==> src/rtl/mem_ctrl_pkg.sv <==
// Shared types and constants for the byte-serial RAM controller.
// Imported by mem_ctrl.
package mem_ctrl_pkg;

  localparam int BYTE_W  = 8;
  localparam int RAM_LAT = 1;

  typedef enum logic [1:0] {
    IDLE  = 2'd0,
    READ  = 2'd1,
    WRITE = 2'd2,
    DONE  = 2'd3
  } state_t;

  localparam logic [1:0] LenByte = 2'd0;
  localparam logic [1:0] LenHalf = 2'd1;
  localparam logic [1:0] LenWord = 2'd2;

  function automatic logic [2:0] len_to_n(
    input logic [1:0] len
  );
    logic [2:0] n;
    case (len)
      LenByte: n = 3'd1;
      LenHalf: n = 3'd2;
      default: n = 3'd4;
    endcase
    return n;
  endfunction

endpackage

==> src/rtl/mem_ctrl.sv <==
// Byte-serial controller for the single 8-bit RAM port.
// Serves fetch and MEM-stage requests, MEM first.
module mem_ctrl
  import mem_ctrl_pkg::*;
#(
  parameter int ADDR_W = 32
) (
  input  logic              clk,
  input  logic              rst,
  input  logic              if_req,
  input  logic [ADDR_W-1:0] if_addr,
  output logic              if_done,
  output logic [31:0]       if_data,
  input  logic              mem_req,
  input  logic              mem_we,
  input  logic [1:0]        mem_len,
  input  logic [ADDR_W-1:0] mem_addr,
  input  logic [31:0]       mem_wdata,
  output logic              mem_done,
  output logic [31:0]       mem_rdata,
  output logic [ADDR_W-1:0] ram_a,
  output logic              ram_wr,
  output logic [BYTE_W-1:0] ram_dout,
  input  logic [BYTE_W-1:0] ram_din
);

  state_t            r_state;
  logic              r_src_mem;
  logic [ADDR_W-1:0] r_base;
  logic [2:0]        r_n;
  logic [31:0]       r_wdata;
  logic [2:0]        r_cnt;
  logic [31:0]       r_buf;
  logic [31:0]       r_if_data;
  logic [31:0]       r_mem_rdata;

  state_t            w_next;
  logic [2:0]        w_off;
  logic [1:0]        w_lane;
  logic [31:0]       w_rd_word;
  logic              w_rd_last;
  logic              w_wr_last;

  assign w_rd_last = (r_cnt == r_n);
  assign w_wr_last = (r_cnt == r_n - 3'd1);
  // Final read cycle re-presents the last byte's address.
  assign w_off  = (r_cnt < r_n) ? r_cnt : r_n - 3'd1;
  assign w_lane = 2'(r_cnt - 3'(RAM_LAT));

  always_comb begin
    w_rd_word = r_buf;
    w_rd_word[{w_lane, 3'b000} +: BYTE_W] = ram_din;
  end

  always_comb begin
    w_next   = r_state;
    ram_a    = '0;
    ram_wr   = 1'b0;
    ram_dout = '0;
    if_done  = 1'b0;
    mem_done = 1'b0;
    case (r_state)
      IDLE: begin
        if (mem_req) begin
          w_next = mem_we ? WRITE : READ;
        end else if (if_req) begin
          w_next = READ;
        end
      end
      READ: begin
        ram_a = r_base + ADDR_W'(w_off);
        if (w_rd_last) w_next = DONE;
      end
      WRITE: begin
        ram_wr   = 1'b1;
        ram_a    = r_base + ADDR_W'(r_cnt);
        ram_dout = r_wdata[{r_cnt[1:0], 3'b000} +: BYTE_W];
        if (w_wr_last) w_next = DONE;
      end
      DONE: begin
        if_done  = !r_src_mem;
        mem_done = r_src_mem;
        w_next   = IDLE;
      end
      default: w_next = IDLE;
    endcase
  end

  always_ff @(posedge clk or negedge rst) begin
    if (!rst) begin
      r_state     <= IDLE;
      r_src_mem   <= 1'b0;
      r_base      <= '0;
      r_n         <= 3'd0;
      r_wdata     <= '0;
      r_cnt       <= 3'd0;
      r_buf       <= '0;
      r_if_data   <= '0;
      r_mem_rdata <= '0;
    end else begin
      r_state <= w_next;
      case (r_state)
        IDLE: begin
          r_cnt <= 3'd0;
          r_buf <= '0;
          if (mem_req) begin
            r_src_mem <= 1'b1;
            r_base    <= mem_addr;
            r_n       <= len_to_n(mem_len);
            r_wdata   <= mem_wdata;
          end else if (if_req) begin
            r_src_mem <= 1'b0;
            r_base    <= if_addr;
            r_n       <= 3'd4;
            r_wdata   <= '0;
          end
        end
        READ: begin
          r_cnt <= r_cnt + 3'd1;
          if (r_cnt != 3'd0) r_buf <= w_rd_word;
          if (w_rd_last) begin
            if (r_src_mem) r_mem_rdata <= w_rd_word;
            else           r_if_data   <= w_rd_word;
          end
        end
        WRITE: r_cnt <= r_cnt + 3'd1;
        default: r_cnt <= 3'd0;
      endcase
    end
  end

  assign if_data   = r_if_data;
  assign mem_rdata = r_mem_rdata;

endmodule

==> config.mk <==
export PLATFORM = sky130hd
export DESIGN_NAME = mem_ctrl
export DESIGN_NICKNAME = d
export VERILOG_FILES = /design/src/rtl/mem_ctrl_pkg.sv /design/src/rtl/mem_ctrl.sv
export SDC_FILE = /design/constraint.sdc
export NUM_CORES = 1
export LEC_CHECK = 0
export ABC_AREA = 1
export CORE_MARGIN = 5
export CORE_UTILIZATION = 40
export CTS_CLUSTER_SIZE = 28
export DETAILED_ROUTE_END_ITERATION = 6
export GPL_TIMING_DRIVEN = 0
export PLACE_DENSITY = 0.67
export SYNTH_ARGS = -nofsm -noshare
export SYNTH_HDL_FRONTEND = slang
export SYNTH_SLANG_ARGS = --single-unit
==> constraint.sdc <==
create_clock -name clk -period 6.1 [get_ports clk]
set_input_delay 1.22 -clock clk [delete_from_list [all_inputs] [get_ports clk]]
set_output_delay 1.22 -clock clk [all_outputs]
set_load 0.01 [all_outputs]
==> flow_summary.yaml <==
detailed_routing:
  drt-pass1-iter-count: 5
  drt_drc_violations_left: 0
  ant_nets: 0
  drtIter0Drc: 457
  viasPerCell: 5.011
  vias: 8037
  wire_per_inst_um: 16.56
  wirelength_um: 26560
timing:
  final.min_clock_period_ps: 5489
  rsz0062_at_grt: "false"
  relSlewSlack: 0.3690
  final_max_slew_viol_count: 0
  finalCritPeriodShare: 0.8998
  tns_ps: 0
  max_clock_freq_mhz: 182.2
  skew_ps: 13.22
  setup_viol_count_final: 0
  final_hold_viol_count: 0
  tightest_slew_ps: 939.5
  hold_ws_ps: 492.1
yosys:
  ys_async_sr_fraction: 1.000
  synth_warnings: 0
  synth_seq_cells: 169
  synthCells: 1081
  avgSynthCellArea_sq_um: 8.020
  synth_edf_count: 0
  synth_fa_ha_area_frac: 0.02829
  ys_top_cells_by_area: "dfrtp_1 49%, nand2_1 11%, nor2_1 6.5%"
  synth-xor-area-share: 0.005051
  ys.flop_type: "dfrtp_1"
  synth_area_sq_um: 8670
  synth-simple-area-share: 0.1961
  synth_top_family_by_area: "simple AND/OR/NAND/NOR gates"
  yosysTopAreaCell: "dfrtp_1"
  synth.net_count: 1211
  synth_compound_area_frac: 0.1899
  muxShareOfSynthArea: 0
  synth_top_cell_area_share: 0.4878
  synthTopCellsByCount: "246 x nand2_1, 169 x dfrtp_1, 151 x nor2_1, 139 x inv_1, 76 x o21ai_0"
  synth_most_common_cell: "nand2_1"
  synth_cell_types: 32
  seq_area_frac_synth: 0.4878
floorplan:
  die_width_um: 157.2
  fp.dieH_um: 157.2
  io_pins: 218
  coreArea_sq_um: 21150
  fp-row-count: 53
  dieArea_sq_um: 24720
  initial_core_util: 0.4098
finish:
  nFillCells: 1986
  areaGrowthSynthToFinish_pct: 35.98
  diodes: 0
  drive_gt1_frac: 0.06622
  layout.nets: 1446
clock_network:
  htree_levels: 4
  clockRootBuffer: "clkbuf_16"
  clkSlewWorstSetupHoldPaths_ps: 70
  cts_tree: "built"
  post_cts_buffers: 0
  clk_latency_ps: 440
  cts_hold_buf: 0
  cts_resized: 0
  cts.path.max_buffers: 2
  numCtsBuffers: 17
  cts_sinks: 169
status:
  status: "completed"
min_path:
  hold_class: "flop to flop"
critical_path:
  rrSetupSlack_ps: 3110
  worstSetupPathType: "flop to output pin"
  crit_path_end_kind: "output pin"
  cp-start-kind: "flop"
  crit_arrival_ps: 4270
  cp_max_fo: 20
  required_ps: 4880
place:
  place_hpwl_um: 20290
  finalWeightedCongestion: 0.8995
  port_buffers: 216
flow_run:
  maxCapViolCount: 0
grt:
  grt_antenna_before_repair: 1
  grt_pass1_wl_um: 42580
  grt_max_degree: 89
  grt_usage: 0.2191
  grt-ovfl-total: 0
  grt_pass1_vias: 7997
power_and_ir_drop:
  ir_worst_vdd_mv: 0.2577
  leakage_uw: 0.005163
  power_density_nw_per_um2: 522.2
==> where the power goes <==
| part | total [uW] | switching (uW) | internal (uW) |
|---|---|---|---|
| combinational | 3160 | 1740 | 1420 |
| clock | 1060 | 520 | 545 |
| sequential | 1930 | 360 | 1570 |
==> through the flow <==
| step | instance area [sq um] | total power, uW | std cells | worst slack, ps | util |
|---|---|---|---|---|---|
| final | 11790 | 6156 | 1604 | 611.4 | 0.5573 |
| after global routing | 11790 | 6639 | 1604 | 83.99 | 0.5573 |
| after CTS | 11790 | 6206 | 1605 | 338.9 | 0.5573 |
| after detailed placement | 11210 | 5120 | 1573 | 822.7 | 0.5298 |
| after global placement | 11180 | 5087 | 1572 | -3297 | 0.5283 |
| after floorplan | 8670 | 3600 | 1081 | 2101 | - |
==> per-layer routing <==
layer / track usage / routed length (um) / vias to the layer above
met5: 0 / 12 / -
met4: 0.05571 / 366 / 2
met1: 0.2966 / 11540 / 3743
li1: - / - / 3986
met2: 0.3527 / 12510 / 277
met3: 0.05746 / 2132 / 29
==> path summary, 6_finish.rpt <==
| path | from | endpoint | depth (start not counted) |
|---|---|---|---|
| max | r_cnt[0]$_DFF_PN0_ | ram_a[14] | 14 |
| min in group asynchronous | rst | r_buf[5]$_DFFE_PN0P_ | 1 |
| min | if_data[29]$_DFFE_PN0P_ | if_data[29]$_DFFE_PN0P_ | 1 |
| max reg2reg | r_cnt[1]$_DFF_PN0_ | r_buf[2]$_DFFE_PN0P_ | 8 |
| max in group asynchronous | rst | r_wdata[7]$_DFFE_PN0P_ | 2 |
| min reg2reg | if_data[29]$_DFFE_PN0P_ | if_data[29]$_DFFE_PN0P_ | 1 |
==> cell families after synthesis <==
logic type                 Yosys count
DFF                                169
and+or+nand+nor                    430
xor gates and xnor gates             5
adders and majority gates           19
AOI/OAI and AO/OA                  264
buffers and inverters              194
==> cells in the final DEF (no fill, tap or decap), types with 18 or more instances in the layout <==
cell type          n
a31oi_1           32
nand2_1          246
o21ai_0           75
ha_1              18
nand3_1           25
clkbuf_1          24
nor2_1           151
clkdlybuf4s50_1  215
a21oi_2           24
a21oi_1           38
inv_1            139
dfrtp_1          169
o22ai_1           44
==> flip-flops by register name, summed over array words and instances, names as in the netlist <==
name and cells:
r_base 32, r_n 3, if_data 32, r_cnt 3
r_buf 32, r_state 2, mem_rdata 32, r_src_mem 1
r_wdata 32
==> final cells by class <==
| cell class | count | area, sq um | share of cell area |
|---|---|---|---|
| timing repair buffer | 217 | 2195 | 0.1862 |
| clock inverter | 15 | 155.1 | 0.01316 |
| inverter | 145 | 550.5 | 0.04670 |
| tap | 275 | 344.1 | 0.02919 |
| clock buffer | 17 | 425.4 | 0.03609 |
| buffer | 48 | 254.0 | 0.02155 |
| multi-input combinational | 718 | 3636 | 0.3084 |
| sequential | 169 | 4229 | 0.3587 |
==> critical path, cell delays in order, from the launching register on <==
cell,delay (ps)
dfrtp_1,570
clkinvlp_4,440
ha_1,310
o21ai_0,200
nand2_1,150
o21ai_0,210
ha_1,210
fa_1,210
nand3_1,90
nand2_1,170
nand2_1,90
nor2_1,260
o21ai_0,130
a21oi_1,210
clkdlybuf4s50_1,580
(Power assumes the default switching activity.)
